**src/rtl/matrix_pkg.sv**
```systemverilog
// matrix_pkg -- shared geometry, scan state encoding and row-slice helper for matrix_scan.
// Revision 1.0
`default_nettype none

package matrix_pkg;

  localparam int ROWS  = 4;
  localparam int COLS  = 4;
  localparam int ROW_W = $clog2(ROWS);

  typedef enum logic [0:0] {
    BLANK = 1'b0,
    SHOW  = 1'b1
  } state_e;

  function automatic logic [COLS-1:0] row_cols(input logic [ROWS*COLS-1:0] img,
                                               input logic [ROW_W-1:0]     r);
    return img[COLS*r +: COLS];
  endfunction

endpackage

`default_nettype wire

```
**src/rtl/matrix_scan_timer.sv**
```systemverilog
// matrix_scan_timer -- per-state cycle counter; done_o flags the last cycle of the state.
// Revision 1.0
`default_nettype none

module matrix_scan_timer #(
  parameter int CW = 1
) (
  input  logic          clk,
  input  logic          reset,
  input  logic          load_i,
  input  logic [CW-1:0] last_i,
  output logic          done_o
);

  logic [CW-1:0] cnt_q;
  logic [CW-1:0] cnt_d;

  always_comb begin
    cnt_d = load_i ? '0 : cnt_q + CW'(1);
  end

  always_ff @(posedge clk or posedge reset) begin
    if (reset) begin
      cnt_q <= '0;
    end else begin
      cnt_q <= cnt_d;
    end
  end

  assign done_o = (cnt_q == last_i);

endmodule

`default_nettype wire

```
**src/rtl/matrix_scan.sv**
```systemverilog
// matrix_scan -- 4x4 LED matrix row scanner with dead-time blanking between rows.
// Revision 1.0
`default_nettype none

module matrix_scan
  import matrix_pkg::*;
#(
  parameter int CLK_DIV     = 1000,
  parameter int DEAD_CYCLES = 16
) (
  input  logic                 clk,
  input  logic                 reset,
  input  logic                 enable,
  input  logic [ROWS*COLS-1:0] matrix,
  output logic [ROWS-1:0]      row_n,
  output logic [COLS-1:0]      col,
  output logic                 frame_tick
);

  localparam int MAXLEN = (CLK_DIV > DEAD_CYCLES) ? CLK_DIV : DEAD_CYCLES;
  localparam int CW     = (MAXLEN > 1) ? $clog2(MAXLEN) : 1;
  localparam logic [CW-1:0] SHOW_LAST  = CW'(CLK_DIV - 1);
  localparam logic [CW-1:0] BLANK_LAST = CW'(DEAD_CYCLES - 1);

  state_e                 state_q, state_d;
  logic [ROW_W-1:0]       row_q, row_d;
  logic [ROWS*COLS-1:0]   snap_q, snap_d;
  logic [ROWS-1:0]        row_n_q, row_n_d;
  logic [COLS-1:0]        col_q, col_d;
  logic                   tick_q, tick_d;

  logic                   done;
  logic                   load;
  logic [CW-1:0]          last;

  assign last = (state_q == SHOW) ? SHOW_LAST : BLANK_LAST;
  // Holding the counter in load while disabled makes re-enable look exactly like reset release.
  assign load = done | ~enable;

  matrix_scan_timer #(
    .CW(CW)
  ) u_timer (
    .clk    (clk),
    .reset  (reset),
    .load_i (load),
    .last_i (last),
    .done_o (done)
  );

  always_comb begin
    state_d = state_q;
    row_d   = row_q;
    snap_d  = snap_q;
    row_n_d = '1;
    col_d   = '0;
    tick_d  = 1'b0;

    if (!enable) begin
      state_d = BLANK;
      row_d   = ROW_W'(ROWS - 1);
    end else if (done) begin
      if (state_q == SHOW) begin
        state_d = BLANK;
      end else begin
        state_d = SHOW;
        row_d   = row_q + ROW_W'(1);
        if (row_q == ROW_W'(ROWS - 1)) begin
          snap_d = matrix;
        end
      end
    end

    // Outputs are computed from next state so the registered drivers line up with state_q.
    if (state_d == SHOW) begin
      row_n_d[row_d] = 1'b0;
      col_d          = row_cols(snap_d, row_d);
      tick_d         = (state_q == BLANK) && (row_d == '0);
    end
  end

  always_ff @(posedge clk or posedge reset) begin
    if (reset) begin
      state_q <= BLANK;
      row_q   <= ROW_W'(ROWS - 1);
      snap_q  <= '0;
      row_n_q <= '1;
      col_q   <= '0;
      tick_q  <= 1'b0;
    end else begin
      state_q <= state_d;
      row_q   <= row_d;
      snap_q  <= snap_d;
      row_n_q <= row_n_d;
      col_q   <= col_d;
      tick_q  <= tick_d;
    end
  end

  assign row_n      = row_n_q;
  assign col        = col_q;
  assign frame_tick = tick_q;

endmodule

`default_nettype wire
```
**config.mk**
```make
export PLATFORM = sky130hd
export DESIGN_NAME = matrix_scan
export DESIGN_NICKNAME = d
export VERILOG_FILES = /design/src/rtl/matrix_pkg.sv /design/src/rtl/matrix_scan_timer.sv /design/src/rtl/matrix_scan.sv
export SDC_FILE = /design/constraint.sdc
export NUM_CORES = 1
export LEC_CHECK = 0
export ABC_AREA = 1
export BUFFER_PORTS_ARGS = -buffer_cell sky130_fd_sc_hd__buf_2
export CAP_MARGIN = 25
export CORE_ASPECT_RATIO = 1.4
export CORE_MARGIN = 1.5
export CORE_UTILIZATION = 30
export CTS_BUF_LIST = sky130_fd_sc_hd__clkbuf_16
export DETAILED_ROUTE_END_ITERATION = 10
export SLEW_MARGIN = 20
export SYNTH_ARGS = -nofsm -noshare
export SYNTH_HDL_FRONTEND = slang
export SYNTH_HIERARCHICAL = 1
export SYNTH_SLANG_ARGS = --single-unit
```
**constraint.sdc**
```tcl
create_clock -name clk -period 3.1 [get_ports clk]
set_input_delay 0.62 -clock clk [delete_from_list [all_inputs] [get_ports clk]]
set_output_delay 0.62 -clock clk [all_outputs]
set_load 0.05 [all_outputs]
```
==> results of run 1 <==
-- layout make-up --
cell class / instances / share of cell area [%]
Clock inverter: 3 / 0.575
Tap cell: 74 / 3.87
Clock buffer: 5 / 5.23
Inverter: 62 / 9.73
Timing Repair Buffer: 28 / 5.96
Sequential cell: 38 / 40.1
Multi-Input combinational cell: 170 / 34.6
-- Yosys cell counts, drive strengths merged (2+ instances only) --
master / instances / area share (%)
o21ai: 11 / 2.7
nand3: 27 / 8.1
buf: 5 / 2.3
nor2: 32 / 7.1
a21oi: 6 / 1.5
xor2: 3 / 1.3
nand4: 4 / 2.0
conb: 2 / 0.37
nand2: 74 / 14
dfrtp: 32 / 39
inv: 62 / 11
dfstp: 6 / 7.7
ha: 2 / 1.2
-- power by group through the flow --
stage	sequential (mW)	clock (mW)	combinational (mW)
after floorplan	0.515	0	0.0333
after detailed placement	0.516	0	0.0539
after global placement	0.515	0	0.0535
after CTS	0.507	0.493	0.0542
after global routing	0.508	0.516	0.0619
final	0.507	0.478	0.0524
-- logic make-up after synthesis --
family                     share of synthesized area [%]
xor gates and xnor gates                            1.29
and+or+nand+nor                                     31.4
other                                              0.368
adders and majority gates                           1.23
AOI/OAI and AO/OA                                   5.15
buffers and inverters                               13.7
DFF                                                 46.9
-- registers in the layout (all words and copies together), names as in the netlist --
name and flops:
row_n 4, row_q 2, u_timer/cnt_q 10, state_q 1
snap_q 16, frame_tick 1, col 4
-- how the worst min path moves through the flow --
stage	depth (start not counted)	from	slack, ns	end
floorplan	1	reset	0.46	u_timer/cnt_q[0]$_DFF_PP0_
global placement	1	u_timer/cnt_q[0]$_DFF_PP0_	0.51	u_timer/cnt_q[0]$_DFF_PP0_
detailed placement	1	u_timer/cnt_q[0]$_DFF_PP0_	0.52	u_timer/cnt_q[0]$_DFF_PP0_
CTS	2	reset	0.34	u_timer/cnt_q[9]$_DFF_PP0_
global route	2	reset	0.36	u_timer/cnt_q[7]$_DFF_PP0_
finish	2	reset	0.33	u_timer/cnt_q[7]$_DFF_PP0_
-- metrics by stage --
| step | cells | hold slack (ns) | utilization [%] |
|---|---|---|---|
| 3_3_place_gp | 372 | 0.506 | 34.3 |
| 2_1_floorplan | 275 | 0.460 | - |
| 6_report | 380 | 0.334 | 36.4 |
| 5_1_grt | 380 | 0.364 | 36.4 |
| 3_5_place_dp | 372 | 0.518 | 34.3 |
| 4_1_cts | 380 | 0.344 | 36.4 |
-- critical path, delay by kind of cell (launching register included) --
kind,cells,cell delay (ns)
simple gates,9,1.22
buf+inv,2,0.24
flops,1,0.48
compound gates,1,0.34
-- cell usage in the layout (no fill, tap or decap), types with 5 or more instances in the layout --
cell type	n
nor2_1	28
nand3_1	24
a21oi_1	6
dfrtp_1	32
o21ai_1	7
dfstp_2	6
inv_1	61
conb_1	8
clkbuf_16	5
nand2_1	71
buf_2	27
-- metal layers --
layer,up-vias,track usage [%],part of all wire (%)
met4,0,5.66,2.4
met1,757,14.8,41
met2,26,22.0,53
li1,868,-,-
met3,8,3.40,3.4
met5,-,0,0
==> impl_metrics.tcl, run 1 <==
set metrics [dict create \
    final_cell_area_sq_mm 0.00239 \
    cts_setup_buffers 0 \
    async_flop_share_pct 100 \
    p_clk_share_pct 46.1 \
    rrSetupSlack_ns 0.71 \
    cp_max_fo 25 \
    period_needed_ns 2.39 \
    r2r-end "col[2]$_DFF_PP0_" \
    cpPeakStageDelay_ns 0.48 \
    drt_wl_total_microns 4120 \
    place_hpwl_microns 3230 \
    multi_input_area_sq_um 827 \
    numCtsBuffers 5 \
    fmaxAchievable_ghz 0.418 \
    synth_edf_count 0 \
    hold_viol 0 \
    syn_area_sq_mm 0.00204 \
    fin_ws_ns 0.705 \
    ant_nets 0 \
    endpoint_kind "register" \
    syn_avg_cell_area_sq_um 7.59 \
    track_usage_pct 12.8 \
    tns_ns 0 \
    crit_chain "inv_2 > inv_1 > nand2_1 > nand2_1 > nor2_1 > nand3_1 > nor2_1 > nand4_4 > o21ai_0 > nand2_1 > nand3_1 > nor2_1" \
    pwr-share-comb_pct 5.1 \
    yosysWarnings 6 \
    hold_class "input pin to async pin" \
    internal_power_mw 0.812 \
    switching_share_pct 21.7 \
    placementRows 35 \
    vias 1659 \
    ys_seq_area_share_pct 46.9 \
    max-clock-path-buffers 2 \
    antenna_found_initial 0 \
    cp.arrival_ns 2.57 \
    crit_type "register to register" \
    status "finished clean" \
    grt_pass1_wl_microns 7220 \
    dp_worst_setup_slack_ns 0.664 \
    initial_core_util_pct 31.1 \
    seq_power_share_pct 48.9 \
    vias_per_cell 4.37 \
    wire_per_inst_microns 10.8 \
    h-tree-depth 2 \
    grt_overflow_total 0 \
    worst_ep_required_time_ns 3.27 \
    drt-pass1-iter-count 4 \
    postCtsHoldBufs 0 \
    finalCritPeriodShare_pct 77.3 \
    fin_nets 326 \
    design.core.area_sq_mm 0.00657 \
    cts_root_buf "clkbuf_16" \
    drc 0 \
    fillers 700 \
    area_growth_pct 17.2 \
    cts.repair.resized 0 \
    place.gp.congestion 0.826 \
    syn-instance-count 269 \
    synth_flop_cell "dfrtp_1" \
    seqCellArea_sq_um 958 \
    report.final.slew_viol_count 0 \
    layout-drive-gt1-share_pct 18.0 \
    p_switching_mw 0.225 \
    die_area_sq_mm 0.00732 \
    cts_sinks 38 \
    grt_start_max_net_pins 29 \
    startpoint "state_q$_DFF_PP0_" \
    pwr_density_cell_mw_per_mm2 434 \
    clkTransAtPathRegs_ns 0.05 \
    placed_cell_area_sq_mm 0.00225 \
    clk_latency_ns 0.28 \
    finalSetupViolations 0 \
    peakVddDrop_uv 172 \
    fin_skew_ns 0.00292 \
    r2r_cells 12 \
    slowest_stage "dfrtp_1" \
    power_mw 1.04 \
    synth.ff_latch_count 38 \
    antenna-diode-count 0 \
    worstSetupStartpointType "register" \
    die_h_microns 101 \
    cts_tree "done" \
    p_leak_nw 1.27 \
    synth.distinct_cells 26 \
    io_buffers 27 \
    die_w_microns 72.7 \
    drtIter0Drc 37 \
    cp-endpoint "col[2]$_DFF_PP0_" \
    maxCapViolations 0 \
    io_pins 28 \
    r2r-start "state_q$_DFF_PP0_" \
    grt_pass1_vias 1615 \
    rsz0062_at_grt "no" \
]
Note: power is estimated with default switching activity, not from simulation.
==> run 2, diff against run 1 <==
Settings changed: ABC_AREA 1 to 0.
Clock period 3.1 ns to 2.2 ns, I/O delays scaled along.
==> run 2 against run 1 <==
Effect of this change: the flow now finishes with violations (negative setup slack); critical path depth shrank 2; register-to-register slack worse by 0.87 ns; combinational power rose by 62%; critical path type unchanged.
==> impl_metrics.tcl, run 2 <==
set metrics [dict create \
    maxCapViolations 0 \
    ant_nets 0 \
    drt-pass1-iter-count 6 \
    pwr_density_cell_mw_per_mm2 586 \
    grt_start_max_net_pins 29 \
    wire_per_inst_microns 13.6 \
    cp.arrival_ns 2.58 \
    dp_worst_setup_slack_ns -0.294 \
    vias 1366 \
    hold_viol 0 \
    fin_ws_ns -0.160 \
    drc 0 \
    vias_per_cell 4.66 \
    wl_met3_microns 166 \
    die_area_sq_mm 0.00655 \
    area_growth_pct 39.2 \
    synth.top_cell.area_share_pct 44.0 \
    p_leak_nw 1.23 \
    drtIter0Drc 69 \
    async_flop_share_pct 100 \
    clk_latency_ns 0.28 \
    status "finished with violations" \
    maxUsedRoutingLayer "met4" \
    max-clock-path-buffers 2 \
    fin_nets 243 \
    utilization_pct 43.2 \
    syn_avg_cell_area_sq_um 11.5 \
    peakVddDrop_uv 405 \
    clkTransAtPathRegs_ns 0.06 \
    fmaxAchievable_ghz 0.424 \
    synth_edf_count 0 \
    die_w_microns 68.8 \
    synth_flop_cell "dfrtp_1" \
    worstSetupStartpointType "register" \
    hold_class "input pin to async pin" \
    power_mw 1.48 \
    cts_tree "done" \
    finalSetupViolations 5 \
    syn-instance-count 158 \
    synth.distinct_cells 47 \
    layout_common_cells "dfrtp_1 (31), buf_2 (27), buf_4 (27)" \
    place.gp.congestion 0.741 \
    rsz0062_at_grt "yes" \
    yosysMostFrequentCell "dfrtp_1" \
    fillers 571 \
    report.final.slew_viol_count 0 \
    cts_root_buf "clkbuf_16" \
    period_needed_ns 2.36 \
    wl_met1_microns 1580 \
    fin_skew_ns 0.00169 \
    grt_overflow_total 0 \
    crit_type "register to register" \
    yosysWarnings 6 \
    yosys-top-cells-count "dfrtp_1 (32), inv_1 (10), xnor2_1 (10), mux2_2 (9), nor2_1 (9)" \
    initial_core_util_pct 31.0 \
    grt_pass1_vias 1394 \
    hold_ws_ns 0.144 \
    endpoint_kind "register" \
    io_buffers 27 \
    track_usage_pct 13.0 \
    antenna-diode-count 0 \
    place_hpwl_microns 2790 \
    antenna_found_initial 0 \
    ys_seq_area_share_pct 52.7 \
    grt_pass1_wl_microns 6260 \
    largestRegisters "snap_q: 16 flops, u_timer/cnt_q: 10 flops" \
    wl_met2_microns 2180 \
    io_pins 28 \
    finalCritPeriodShare_pct 107 \
    placementRows 33 \
    numCtsBuffers 5 \
    worst_ep_required_time_ns 2.42 \
    cts_sinks 38 \
    layout_commonest_cell "dfrtp_1" \
    cp_max_fo 7 \
    layout-drive-gt1-share_pct 48.0 \
    top_register "snap_q" \
    design.core.area_sq_mm 0.00586 \
    die_h_microns 95.1 \
    h-tree-depth 2 \
    largest_reg_flops 16 \
    synth.ff_latch_count 38 \
    violations "negative setup slack" \
    syn_area_sq_mm 0.00182 \
    synthTopCellsByArea "dfrtp_1 (44%), dfstp_2 (8.7%), mux2_2 (5.6%)" \
    drt_wl_total_microns 3990 \
    yosysTopAreaCell "dfrtp_1" \
]
-- run 2: cell count changes after synthesis, sizes merged, moves of 10 or more --
| cell | change |
|---|---|
| inv | -52 |
| mux2 | +12 |
| nand2 | -68 |
| nand3 | -20 |
| nor2 | -23 |
| xnor2 | +10 |
-- run 2: power by group --
| part | internal (mW) | total, mW | switching, mW |
|---|---|---|---|
| clock | 0.413 | 0.685 | 0.272 |
| sequential | 0.709 | 0.714 | 0.00457 |
| combinational | 0.0368 | 0.0847 | 0.0478 |
-- run 2: repair_timing --
action,4_1_cts,5_1_grt
hold buffers,0,0
resized for setup,8,15
setup buffers,2,3
setup endpoints to repair,5,9
pin swaps,5,3
cloned,1,0
-- run 2: routing by layer --
layer  up-vias  GRT usage [%]
li1        675              -
met4         0           4.90
met2        29           24.0
met3         6           3.19
met5         -              0
met1       656           13.8
-- run 2: layout make-up --
type                    count  area, sq um  area share [%]
multi-input cells         108          903            35.7
clock buffers               5          125            4.94
clock inverters             3         16.3           0.642
well taps                  70         87.6            3.46
flip-flops and latches     38          960            37.9
repair buffers             59          403            15.9
inverters                  10         37.5            1.48
-- run 2: stage by stage --
step,area [sq um],setup TNS (ns),instances
floorplan,1840,-0.0844,160
global placement,2240,-0.445,280
detailed placement,2240,-0.881,280
CTS,2440,-0.502,291
global route,2530,-1.43,293
finish,2530,-0.578,293
-- run 2: final timing paths --
path | start | endpoint | slack (ns) | cells past startpoint
min in group clk | matrix[13] | snap_q[13]$_DFF_PP0_ | 0.39 | 3
worst min register to register | snap_q[13]$_DFF_PP0_ | snap_q[13]$_DFF_PP0_ | 0.48 | 2
worst max-delay path | state_q$_DFF_PP0_ | col[1]$_DFF_PP0_ | -0.16 | 10
max in group asynchronous | reset | row_n[1]$_DFF_PP1_ | 1.67 | 3
worst min-delay path | reset | u_timer/cnt_q[9]$_DFF_PP0_ | 0.14 | 2
worst max register to register | state_q$_DFF_PP0_ | col[1]$_DFF_PP0_ | -0.16 | 10
-- run 2: worst max-delay path, cell delays in order, from the launching register on --
cell and delay (ns):
dfrtp_2 0.48, inv_2 0.09, xnor2_2 0.10, nand4_1 0.11, nor4_2 0.29, buf_4 0.18
or2b_1 0.26, buf_6 0.16, a32oi_4 0.26, a2bb2oi_1 0.17, and4b_1 0.20
-- run 2: logic make-up (layout without fill, tap and decap cells) --
logic type	after synthesis	in the layout	synth area share (%)
AND/OR/NAND/NOR	46	47	15.3
flip-flops	38	38	52.7
AO/OA/AOI/OAI	25	25	9.22
multiplexers	16	16	10.2
buffers and inverters	15	77	3.99
XOR/XNOR	14	14	6.74
adder cells (fa/ha/maj)	2	2	1.38
other	2	4	0.413
==> run 3, diff against run 2 <==
Settings changed: CORE_ASPECT_RATIO 1.4 to default, CORE_UTILIZATION 30 to 25, CTS_CLUSTER_DIAMETER from default to 150.
==> run 3 against run 2 <==
Effect of this change: power rose by 7.9%; highest routed layer unchanged; first-iteration DRC count fell by 20%; worst setup slack got worse by 0.060 ns; maximum frequency fell by 2.5%; critical path depth did not move; sequential power barely moved; hold slack improved by 0.015 ns; global-route usage fell by 1.6 points; clock power rose by 16%; sequential share of layout area fell by 1.7 points; combinational power rose by 4.0%; the flow still finishes with violations (negative setup slack); via count rose by 1.5%; largest cell class unchanged.
==> impl_metrics.tcl, run 3 (synthesis gave the netlist of run 2 again) <==
set metrics [dict create \
    status "finished with violations" \
    violations "negative setup slack" \
    drtIter0Drc 55 \
    finalSetupViolations 7 \
    r2r_cells 10 \
    cp-endpoint "col[1]$_DFF_PP0_" \
    r2r-end "col[1]$_DFF_PP0_" \
    initial_core_util_pct 26.3 \
    die_w_microns 88.3 \
    cts_sinks 38 \
    io_pins 28 \
    wl_met2_microns 2150 \
    placed_cell_area_sq_mm 0.00228 \
    cts_root_buf "clkbuf_16" \
    period_needed_ns 2.42 \
    largestRegisters "snap_q: 16 flops, u_timer/cnt_q: 10 flops" \
    antenna_found_initial 0 \
    drc 0 \
    maxUsedRoutingLayer "met4" \
    top_register "snap_q" \
    max-clock-path-buffers 2 \
    clk_latency_ns 0.28 \
    p_leak_nw 1.28 \
    layout_commonest_cell "buf_4" \
    place.gp.congestion 0.805 \
    finalCritPeriodShare_pct 110 \
    h-tree-depth 2 \
    wl_met3_microns 189 \
    largest_reg_flops 16 \
    postCtsHoldBufs 0 \
    clkTransAtPathRegs_ns 0.05 \
    numCtsBuffers 5 \
    pwr_density_cell_mw_per_mm2 603 \
    place_hpwl_microns 2950 \
    peakVddDrop_uv 281 \
    drt_wl_total_microns 4310 \
    grt_pass1_wl_microns 6820 \
    grt_pass1_vias 1435 \
    worst_ep_required_time_ns 2.36 \
    io_buffers 27 \
    die_area_sq_mm 0.00780 \
    endpoint_kind "register" \
    cts_tree "done" \
    tns_ns -0.995 \
    drt-pass1-iter-count 4 \
    die_h_microns 88.3 \
    worstSetupStartpointType "register" \
    grt_start_max_net_pins 29 \
    layout-drive-gt1-share_pct 50.2 \
    maxCapViolations 0 \
    final_cell_area_sq_mm 0.00265 \
    ant_nets 0 \
    rsz0062_at_grt "yes" \
    fin_skew_ns 0.00496 \
    area_growth_pct 45.9 \
    fmaxAchievable_ghz 0.413 \
    track_usage_pct 11.5 \
    report.final.slew_viol_count 0 \
    antenna-diode-count 0 \
    r2r-start "state_q$_DFF_PP0_" \
    hold_viol 0 \
    rrSetupSlack_ns -0.22 \
    wl_met1_microns 1950 \
    hold_class "input pin to async pin" \
    startpoint "state_q$_DFF_PP0_" \
    fin_ws_ns -0.220 \
    design.core.area_sq_mm 0.00691 \
    vias_per_cell 4.27 \
    grt_overflow_total 0 \
    fin_nets 249 \
    cp_max_fo 8 \
    layout_common_cells "buf_4 (32), dfrtp_1 (31), buf_2 (27)" \
    vias 1387 \
    placementRows 30 \
    wire_per_inst_microns 13.3 \
    crit_type "register to register" \
    cp.arrival_ns 2.58 \
]
## run 3: cell types whose count changed in the layout (fill, tap and decap cells not counted), sizes merged
cell	change
buf	+7
bufinv	+1
clkinv	-1
clkinvlp	-1
inv	+1
nand3	-1
## run 3: cell type report
class                           instances  area, sq um
Fill cell                             717         4250
Clock buffer                            5          125
Clock inverter                          3         37.5
Multi-Input combinational cell        107          911
Sequential cell                        38          960
Timing Repair Buffer                   66          463
Inverter                               10         37.5
Tap cell                               96          120
## run 3: repair_timing
action,in CTS,in global routing
pin swaps,4,7
setup buffers,9,6
gates cloned,0,0
endpoints found under the setup margin,4,31
gates resized for setup,9,18
## run 3: report_power, final
| group | total [mW] | leakage (nW) | internal, mW | switching, mW |
|---|---|---|---|---|
| sequential | 0.714 | 0.506 | 0.709 | 0.00465 |
| combinational | 0.0881 | 0.691 | 0.0377 | 0.0504 |
| clock | 0.798 | 0.0826 | 0.526 | 0.272 |
## run 3: critical path: stages (launching register included)
cell	delay, ns
dfrtp_2	0.48
inv_2	0.09
xnor2_2	0.10
nand4_1	0.17
nor4_4	0.30
nor2b_4	0.23
nand3_4	0.16
buf_12	0.19
mux2_4	0.30
nor2_1	0.09
and4b_1	0.19
## run 3: metal layers
metal,track usage [%],vias to the layer above
met4,2.70,0
li1,-,687
met3,3.36,3
met1,14.2,669
met5,0,-
met2,19.7,28
## run 3: how the worst min path moves through the flow
stage	cells past startpoint	slack, ns	startpoint	end
after global routing	2	0.19	reset	u_timer/cnt_q[4]$_DFF_PP0_
after CTS	2	0.17	reset	u_timer/cnt_q[9]$_DFF_PP0_
after detailed placement	2	0.46	reset	u_timer/cnt_q[4]$_DFF_PP0_
after global placement	2	0.45	reset	u_timer/cnt_q[4]$_DFF_PP0_
after floorplan	1	0.28	reset	u_timer/cnt_q[0]$_DFF_PP0_
final	2	0.16	reset	u_timer/cnt_q[5]$_DFF_PP0_
## run 3: stage by stage
step           instances  power [mW]  utilization, %  hold WS, ns  setup WS, ns
5_1_grt              325        1.65            38.4        0.194        -0.333
3_3_place_gp         306       0.808            33.0        0.453        -0.170
4_1_cts              323        1.61            37.0        0.169        -0.156
3_5_place_dp         306       0.810            33.0        0.464        -0.225
6_report             325        1.60            38.4        0.159        -0.220
2_1_floorplan        160       0.773               -        0.280       -0.0468
